File: config.mk
export PLATFORM = sky130hd
export DESIGN_NAME = user_sync_fifo_ctrl
export DESIGN_NICKNAME = d
export VERILOG_FILES = /design/src/rtl/user_sync_fifo_ctrl.sv
export SDC_FILE = /design/constraint.sdc
export NUM_CORES = 1
export LEC_CHECK = 0
export BUFFER_PORTS_ARGS = -buffer_cell sky130_fd_sc_hd__buf_2
export CELL_PAD_IN_SITES_DETAIL_PLACEMENT = 0
export CELL_PAD_IN_SITES_GLOBAL_PLACEMENT = 2
export CORE_UTILIZATION = 29
export CTS_CLUSTER_SIZE = 12
export DETAILED_ROUTE_END_ITERATION = 8
export HOLD_SLACK_MARGIN = 0.15
export PLACE_DENSITY_LB_ADDON = 0.1
export SETUP_SLACK_MARGIN = 0.4
export SLEW_MARGIN = 0
export SYNTH_ARGS = -nofsm -noshare
export SYNTH_HDL_FRONTEND = slang
export SYNTH_SLANG_ARGS = --single-unit
export TNS_END_PERCENT = 30
File: constraint.sdc
create_clock -name clk -period 4.8 [get_ports clk]
set_clock_uncertainty 0.2 [all_clocks]
set_input_delay 0 -clock clk [delete_from_list [all_inputs] [get_ports clk]]
set_output_delay 0 -clock clk [all_outputs]
set_load 0.03 [all_outputs]
File: src/rtl/user_sync_fifo_ctrl.sv
// Synchronous FIFO controller driving an external dual-port RAM with a registered read port.
// Optional sticky overflow/underflow flags are built when USER_FIFO_ERR_FLAG_EN is defined.
module user_sync_fifo_ctrl #(
  parameter int DATA_WIDTH    = 8,
  parameter int ADDR_WIDTH    = 9,
  parameter int AFULL_THRESH  = 2**ADDR_WIDTH - 4,
  parameter int AEMPTY_THRESH = 4
) (
  input  logic                  clk,
  input  logic                  rst_n,
  input  logic                  wr_en,
  input  logic [DATA_WIDTH-1:0] wr_data,
  input  logic                  rd_en,
  output logic [DATA_WIDTH-1:0] rd_data,
  output logic                  rd_valid,
  output logic                  full,
  output logic                  empty,
  output logic                  almost_full,
  output logic                  almost_empty,
  output logic [ADDR_WIDTH:0]   count,
  output logic                  overflow,
  output logic                  underflow,
  input  logic                  err_clr,
  output logic                  ram_we,
  output logic [ADDR_WIDTH-1:0] ram_waddr,
  output logic [DATA_WIDTH-1:0] ram_wdata,
  output logic                  ram_re,
  output logic [ADDR_WIDTH-1:0] ram_raddr,
  input  logic [DATA_WIDTH-1:0] ram_rdata
);

  localparam logic [ADDR_WIDTH:0] ONE   = (ADDR_WIDTH+1)'(1);
  localparam logic [ADDR_WIDTH:0] DEPTH = (ADDR_WIDTH+1)'(2**ADDR_WIDTH);

  logic [ADDR_WIDTH:0] wr_ptr, rd_ptr, count_nxt;
  logic                wr_acc, rd_acc;

  assign full      = (count == DEPTH);
  assign empty     = (count == '0);
  assign wr_acc    = wr_en & ~full;
  assign rd_acc    = rd_en & ~empty;

  assign ram_we    = wr_acc;
  assign ram_waddr = wr_ptr[ADDR_WIDTH-1:0];
  assign ram_wdata = wr_data;
  assign ram_re    = rd_acc;
  assign ram_raddr = rd_ptr[ADDR_WIDTH-1:0];
  assign rd_data   = ram_rdata;

  always_comb begin
    count_nxt = count;
    case ({wr_acc, rd_acc})
      2'b10:   count_nxt = count + ONE;
      2'b01:   count_nxt = count - ONE;
      default: count_nxt = count;
    endcase
  end

  // Threshold flags are computed from the next count so they land on the same edge as count.
  always_ff @(posedge clk or negedge rst_n) begin
    if (!rst_n) begin
      wr_ptr       <= '0;
      rd_ptr       <= '0;
      count        <= '0;
      rd_valid     <= 1'b0;
      almost_full  <= 1'b0;
      almost_empty <= 1'b1;
    end else begin
      if (wr_acc) wr_ptr <= wr_ptr + ONE;
      if (rd_acc) rd_ptr <= rd_ptr + ONE;
      count        <= count_nxt;
      rd_valid     <= rd_acc;
      almost_full  <= (32'(count_nxt) >= 32'(AFULL_THRESH));
      almost_empty <= (32'(count_nxt) <= 32'(AEMPTY_THRESH));
    end
  end

`ifdef USER_FIFO_ERR_FLAG_EN
  // A new error in the same cycle as err_clr keeps the flag set.
  always_ff @(posedge clk or negedge rst_n) begin
    if (!rst_n) begin
      overflow  <= 1'b0;
      underflow <= 1'b0;
    end else begin
      if (wr_en & full)  overflow  <= 1'b1;
      else if (err_clr)  overflow  <= 1'b0;
      if (rd_en & empty) underflow <= 1'b1;
      else if (err_clr)  underflow <= 1'b0;
    end
  end
`else
  logic unused_err_clr;
  assign unused_err_clr = err_clr;
  assign overflow       = 1'b0;
  assign underflow      = 1'b0;
`endif

endmodule

### After elaboration in Yosys (flattened, before gate mapping)

Cells that the tools add are included.

* bits in registers: 33
* bits of input ports: 21
* logic and storage cells: 21

* $add $sub $neg: 4
* order comparisons: 2
* equal/unequal tests: 3
* multiplexer cells: 1
* bitwise gates (word level): 4
* reduce and logical (&&, ||, !) cells: 1

Operators by type and width (number)
* $add A10 B1 Y10 const B: 3
* $pmux W10 S2: 1
* $eq A10 B10 Y1 const B: 1
* $ge A10 B9 Y1 const B: 1
* $le A10 B3 Y1 const B: 1
* $logic_not A10 Y1: 1
* $sub A10 B1 Y10 const B: 1
* $and A1 B1 Y1: 2
* $eq A2 B1 Y1 const B: 1
* $eq A2 B2 Y1 const B: 1
* $not A1 Y1: 2

### Longest topological paths before layout

* word-level depth: 6
* mapped depth: 15

### Worst setup path before layout

OpenSTA, ideal clock, no wires.

* path kind: register to register
* start: register count[2]
* end: register almost_empty
* library setup time: 89 ps
* data arrival time: 4093 ps
* data required time: 4511 ps
* slack: 417 ps
* cell stages (with the launch flop): 15
* buffers on the path: 1
* period minus slack after synthesis: 4383 ps
* cells stage by stage: dfrtp_1 -> nor4_1 -> nand4_1 -> nor2_1 -> nor2b_1 -> clkbuf_1 -> ha_1 -> ha_1 -> and2_4 -> a221oi_4 -> nand2_2 -> xnor2_2 -> o21ai_2 -> or4b_4 -> nor4b_2

* cells in the longest elaborated chain, start to end: 6
* elaborated cells between the ends (all ways): 12
* classes of those cells: add/sub (2); order compare (1); eq/ne (3); mux (1); bitwise (4); reduce/logical (1)

RTL lines
* start, declared: line 20 `output logic [ADDR_WIDTH:0] count,`
* start signal, assigned: line 71 `count <= count_nxt;`
* $logic_not A10 Y1 (*): line 39 `assign empty = (count == '0);`
* net empty: line 17 `output logic empty,`
* $not A1 Y1 (*): line 41 `assign rd_acc = rd_en & ~empty;`
* $and A1 B1 Y1 (*): line 41
* net ram_re: line 27 `output logic ram_re,`
* $eq A2 B1 Y1 or $eq A2 B2 Y1 (tied branches): line 52 `case ({wr_acc, rd_acc})`
* $pmux W10 S2 (*): line 52
* net count_nxt[5]: line 35 `logic [ADDR_WIDTH:0] wr_ptr, rd_ptr, count_nxt;`
* $le A10 B3 Y1 (*): line 74 `almost_empty <= (32'(count_nxt) <= 32'(AEMPTY_THRESH));`
* end signal, assigned: line 74
* end, declared: line 19 `output logic almost_empty,`

The timed path passes the listed nets; every way through them passes the cells marked *.
A chain may end at the register's enable or synchronous reset.

### Worst setup path in the final report

* start: register count[7]
* end: register almost_empty

* cells in the longest elaborated chain, start to end: 6
* elaborated cells between the ends (all ways): 12
* classes of those cells: add/sub (2); order compare (1); eq/ne (3); mux (1); bitwise (4); reduce/logical (1)

RTL lines (line)
* $eq A10 B10 Y1 or $logic_not A10 Y1 (tied branches): 38, 39
* $not A1 Y1, on equally long branches: 40, 41
* $and A1 B1 Y1, on equally long branches: 40, 41
* $eq A2 B1 Y1 or $eq A2 B2 Y1 (tied branches): 52
* $pmux W10 S2 (*): 52
* net count_nxt[6]: 35
* $le A10 B3 Y1 (*): 74

Marks and branches as above.

==> impl_metrics.ini <==
[grt]
grt_antenna_before_repair = 0
grt_pass1_vias = 1442
grt_first_pass_wirelength_um = 6872
grt_overflow_total = 0
grt_max_degree = 31
grt_use_total_pct = 13.89

[setup_path]
r2r.worst_path.cells = 13
setup_slack_of_the_most_critical_reg_to_reg_path_ps = 810
startpoint_type = flop
cp-end-kind = flop
critPathLaunch = count[7]$_DFF_PN0_
cp_max_fo = 11
endpoint = almost_empty$_DFF_PN1_
cp.arrival_ps = 3980
worst-setup-path-type = reg2reg
cp.required_ps = 4790
timing.rr.end = almost_empty$_DFF_PN1_
r2r_start = count[7]$_DFF_PN0_

[pwr]
seqPwrFrac_pct = 31.8
power.switching_fraction_pct = 48.83
cell_internal_pwr_uw = 792.3
cellLeakagePower_uw = 0.001136
netSwitchingPower_uw = 756.1
clock_power_share_pct = 12.4
irDropWorstVdd_uv = 257.0
power.density_cell_area_mw_per_mm2 = 661.0
pwr-share-comb_pct = 55.8

[sta]
min_period_over_period_pct = 83.15
final.min_clock_period_ps = 3991
finalWorstSetupSlack_ps = 808.7
slew_violations = 0
setup_tns_ps = 0
finalSetupViolations = 0
report.final.hold_viol_count = 0
grt_setup_unrepaired = false
fmax_mhz = 250.5

[placement]
dp_worst_setup_slack_ps = 430.8
globalplace.congestion = 0.7761
io_buffers = 38
dp.final_hpwl_um = 3148

[layout]
final_util_pct = 38.42
final_common_cell = sky130_fd_sc_hd__buf_2
post_route_cells_drive_above_1_share_pct = 26.72
insertedDiodeCount = 0
num-nets-final = 264
layout_common_cells = sky130_fd_sc_hd__buf_2, sky130_fd_sc_hd__dfrtp_1, sky130_fd_sc_hd__dlygate4sd3_1, sky130_fd_sc_hd__nor2_1, sky130_fd_sc_hd__nand2_1
layout_overhead_on_the_synthesized_area_pct = 24.80

[drt]
detail_route.drc_violations = 0
viasPerCell = 4.779
wirelength_um = 4238
drt-pass1-iter-count = 4
detail-route-antenna-nets = 0
drt_first_iter_violations = 33
met1_routed_length_um = 1932
num_vias = 1467
wl_per_cell_um = 13.80
route.met3.wl_um = 277
topRoutingLayerUsed = met4
wl_met2_um = 1957

[synth]
yosys_warnings = 0
synthesis.instances = 183
synth.largest_area_cell = sky130_fd_sc_hd__dfrtp_1
ys_ff_latch = 31
synth_enable_flop_cells = 0
postSynthAreaPerCell_um2 = 10.26
synth.top_cells.by_area = sky130_fd_sc_hd__dfrtp_1, sky130_fd_sc_hd__ha_1, sky130_fd_sc_hd__buf_4
prevailing_post_synth_register_cell = sky130_fd_sc_hd__dfrtp_1
ys_seq_area_share_pct = 41.40
synth_largest_type_area_fraction_pct = 40.00
syn_area_mm2 = 0.001877
synth-async-reset-ratio_pct = 100.0
synth_cell_types = 46

[clock_tree]
clock-sinks = 31
ctsRootBufferMaster = sky130_fd_sc_hd__clkbuf_8
tritoncts = yes
ctsHtreeMaxLevel = 2
number_of_buffers_between_clock_root_and_the_deepest_sink = 2
cts_inserted_buffers = 5
path_clk_slew_ps = 70
clkLatencyLatePin_ps = 270

[status]
result_of_the_run = complete, no violations

[die]
placeableCoreArea_mm2 = 0.006096
dieWidth_um = 82.45
boundaryPins = 74
full_die_area_mm2 = 0.006797
floorplan.die.height_um = 82.45
floorplan.initialDensity_pct = 30.79
number_of_rows_in_the_core_area = 28

[min_path]
type_of_the_tightest_min_delay_check = reg2reg

[flow_run]
drv.max_cap_violation_count = 0
==> routing by layer <==
| metal | GRT usage [%] | vias to the layer above |
|---|---|---|
| met1 | 16.97 | 687 |
| met5 | 0 | - |
| met3 | 2.967 | 6 |
| met4 | 5.789 | 0 |
| li1 | - | 706 |
| met2 | 23.55 | 68 |
==> power groups by stage <==
stage               clock (uW)  sequential, uW  combinational, uW
finish                     192             493                864
global route               212             516                950
CTS                        201             496                869
detailed placement           0             500                836
global placement             0             496                829
floorplan                    0             680                442
==> stage by stage <==
stage                     std cells  area (um^2)  hold WS, ps  total power (uW)
after floorplan                 184         1881       -495.6              1121
after global placement          278         2026       -199.6              1325
after detailed placement        278         2026       -199.6              1336
after CTS                       307         2327        262.4              1566
after global routing            307         2342        268.9              1678
final                           307         2342        263.1              1548
==> area by class of cell <==
class,instances,area [um^2]
Clock buffer,7,76.32
Clock inverter,1,5.005
Fill cell,622,3754
Inverter,7,26.28
Multi-Input combinational cell,125,938.4
Sequential cell,31,777.0
Tap cell,75,93.84
Timing Repair Buffer,61,425.4
==> cells in the mapped netlist (2+ instances only) <==
library cell,n
sky130_fd_sc_hd__inv_1,7
sky130_fd_sc_hd__xor2_1,10
sky130_fd_sc_hd__o21ai_0,4
sky130_fd_sc_hd__clkbuf_1,2
sky130_fd_sc_hd__nor2_1,14
sky130_fd_sc_hd__and3_1,2
sky130_fd_sc_hd__a21oi_1,7
sky130_fd_sc_hd__nor3_1,4
sky130_fd_sc_hd__ha_1,11
sky130_fd_sc_hd__xnor2_1,12
sky130_fd_sc_hd__o211ai_1,2
sky130_fd_sc_hd__buf_4,18
sky130_fd_sc_hd__o21a_1,2
sky130_fd_sc_hd__nor2b_1,3
sky130_fd_sc_hd__mux2_2,2
sky130_fd_sc_hd__nand4_1,6
sky130_fd_sc_hd__dfrtp_1,30
sky130_fd_sc_hd__nand3_1,5
sky130_fd_sc_hd__nand2_1,13
sky130_fd_sc_hd__a21o_1,3
==> how the worst min path moves through the flow <==
stage	startpoint	to	depth (start not counted)
after floorplan	rst_n	almost_full$_DFF_PN0_	0
after CTS	wr_ptr[8]$_DFFE_PN0P_	wr_ptr[8]$_DFFE_PN0P_	1
after detailed placement	wr_data[1]	ram_wdata[1]	0
final	rd_ptr[8]$_DFFE_PN0P_	rd_ptr[8]$_DFFE_PN0P_	1
after global placement	wr_data[1]	ram_wdata[1]	0
after global routing	wr_ptr[8]$_DFFE_PN0P_	wr_ptr[8]$_DFFE_PN0P_	1
==> worst max-delay path, stage by stage (launching register included) <==
cell and delay, ps:
sky130_fd_sc_hd__dfrtp_1 420, sky130_fd_sc_hd__nor3_1 320, sky130_fd_sc_hd__nand4_1 250, sky130_fd_sc_hd__o21ai_1 340, sky130_fd_sc_hd__ha_4 290, sky130_fd_sc_hd__inv_1 80
sky130_fd_sc_hd__fa_1 370, sky130_fd_sc_hd__and2b_1 230, sky130_fd_sc_hd__nor3_2 60, sky130_fd_sc_hd__o21a_1 220, sky130_fd_sc_hd__xor2_1 150, sky130_fd_sc_hd__o21ai_0 150
sky130_fd_sc_hd__or4b_4 550, sky130_fd_sc_hd__nor4b_2 270
==> sequential cells by signal, summed over array words and instances (netlist names) <==
name	count
count	10
rd_ptr	9
wr_ptr	9
almost_empty	1
almost_full	1
rd_valid	1
==> kinds of logic (layout without fill, tap and decap cells) <==
family / after synthesis / in the layout / share of synthesized area, %
buffers and inverters: 28 / 76 / 9.600
AOI/OAI and AO/OA: 26 / 26 / 10.40
and+or+nand+nor: 59 / 59 / 17.13
adders and majority gates: 12 / 12 / 8.400
DFF: 31 / 31 / 41.40
xor gates and xnor gates: 23 / 23 / 11.13
other: 1 / 2 / 0.1998
muxes: 3 / 3 / 1.733
==> timing repair <==
action,4_1_cts,5_1_grt
setup endpoints to repair,0,3
hold endpoints to repair,55,0
resized for setup,0,3
setup buffers,0,0
hold buffers,21,0
Power figures use the tool's default switching activity.
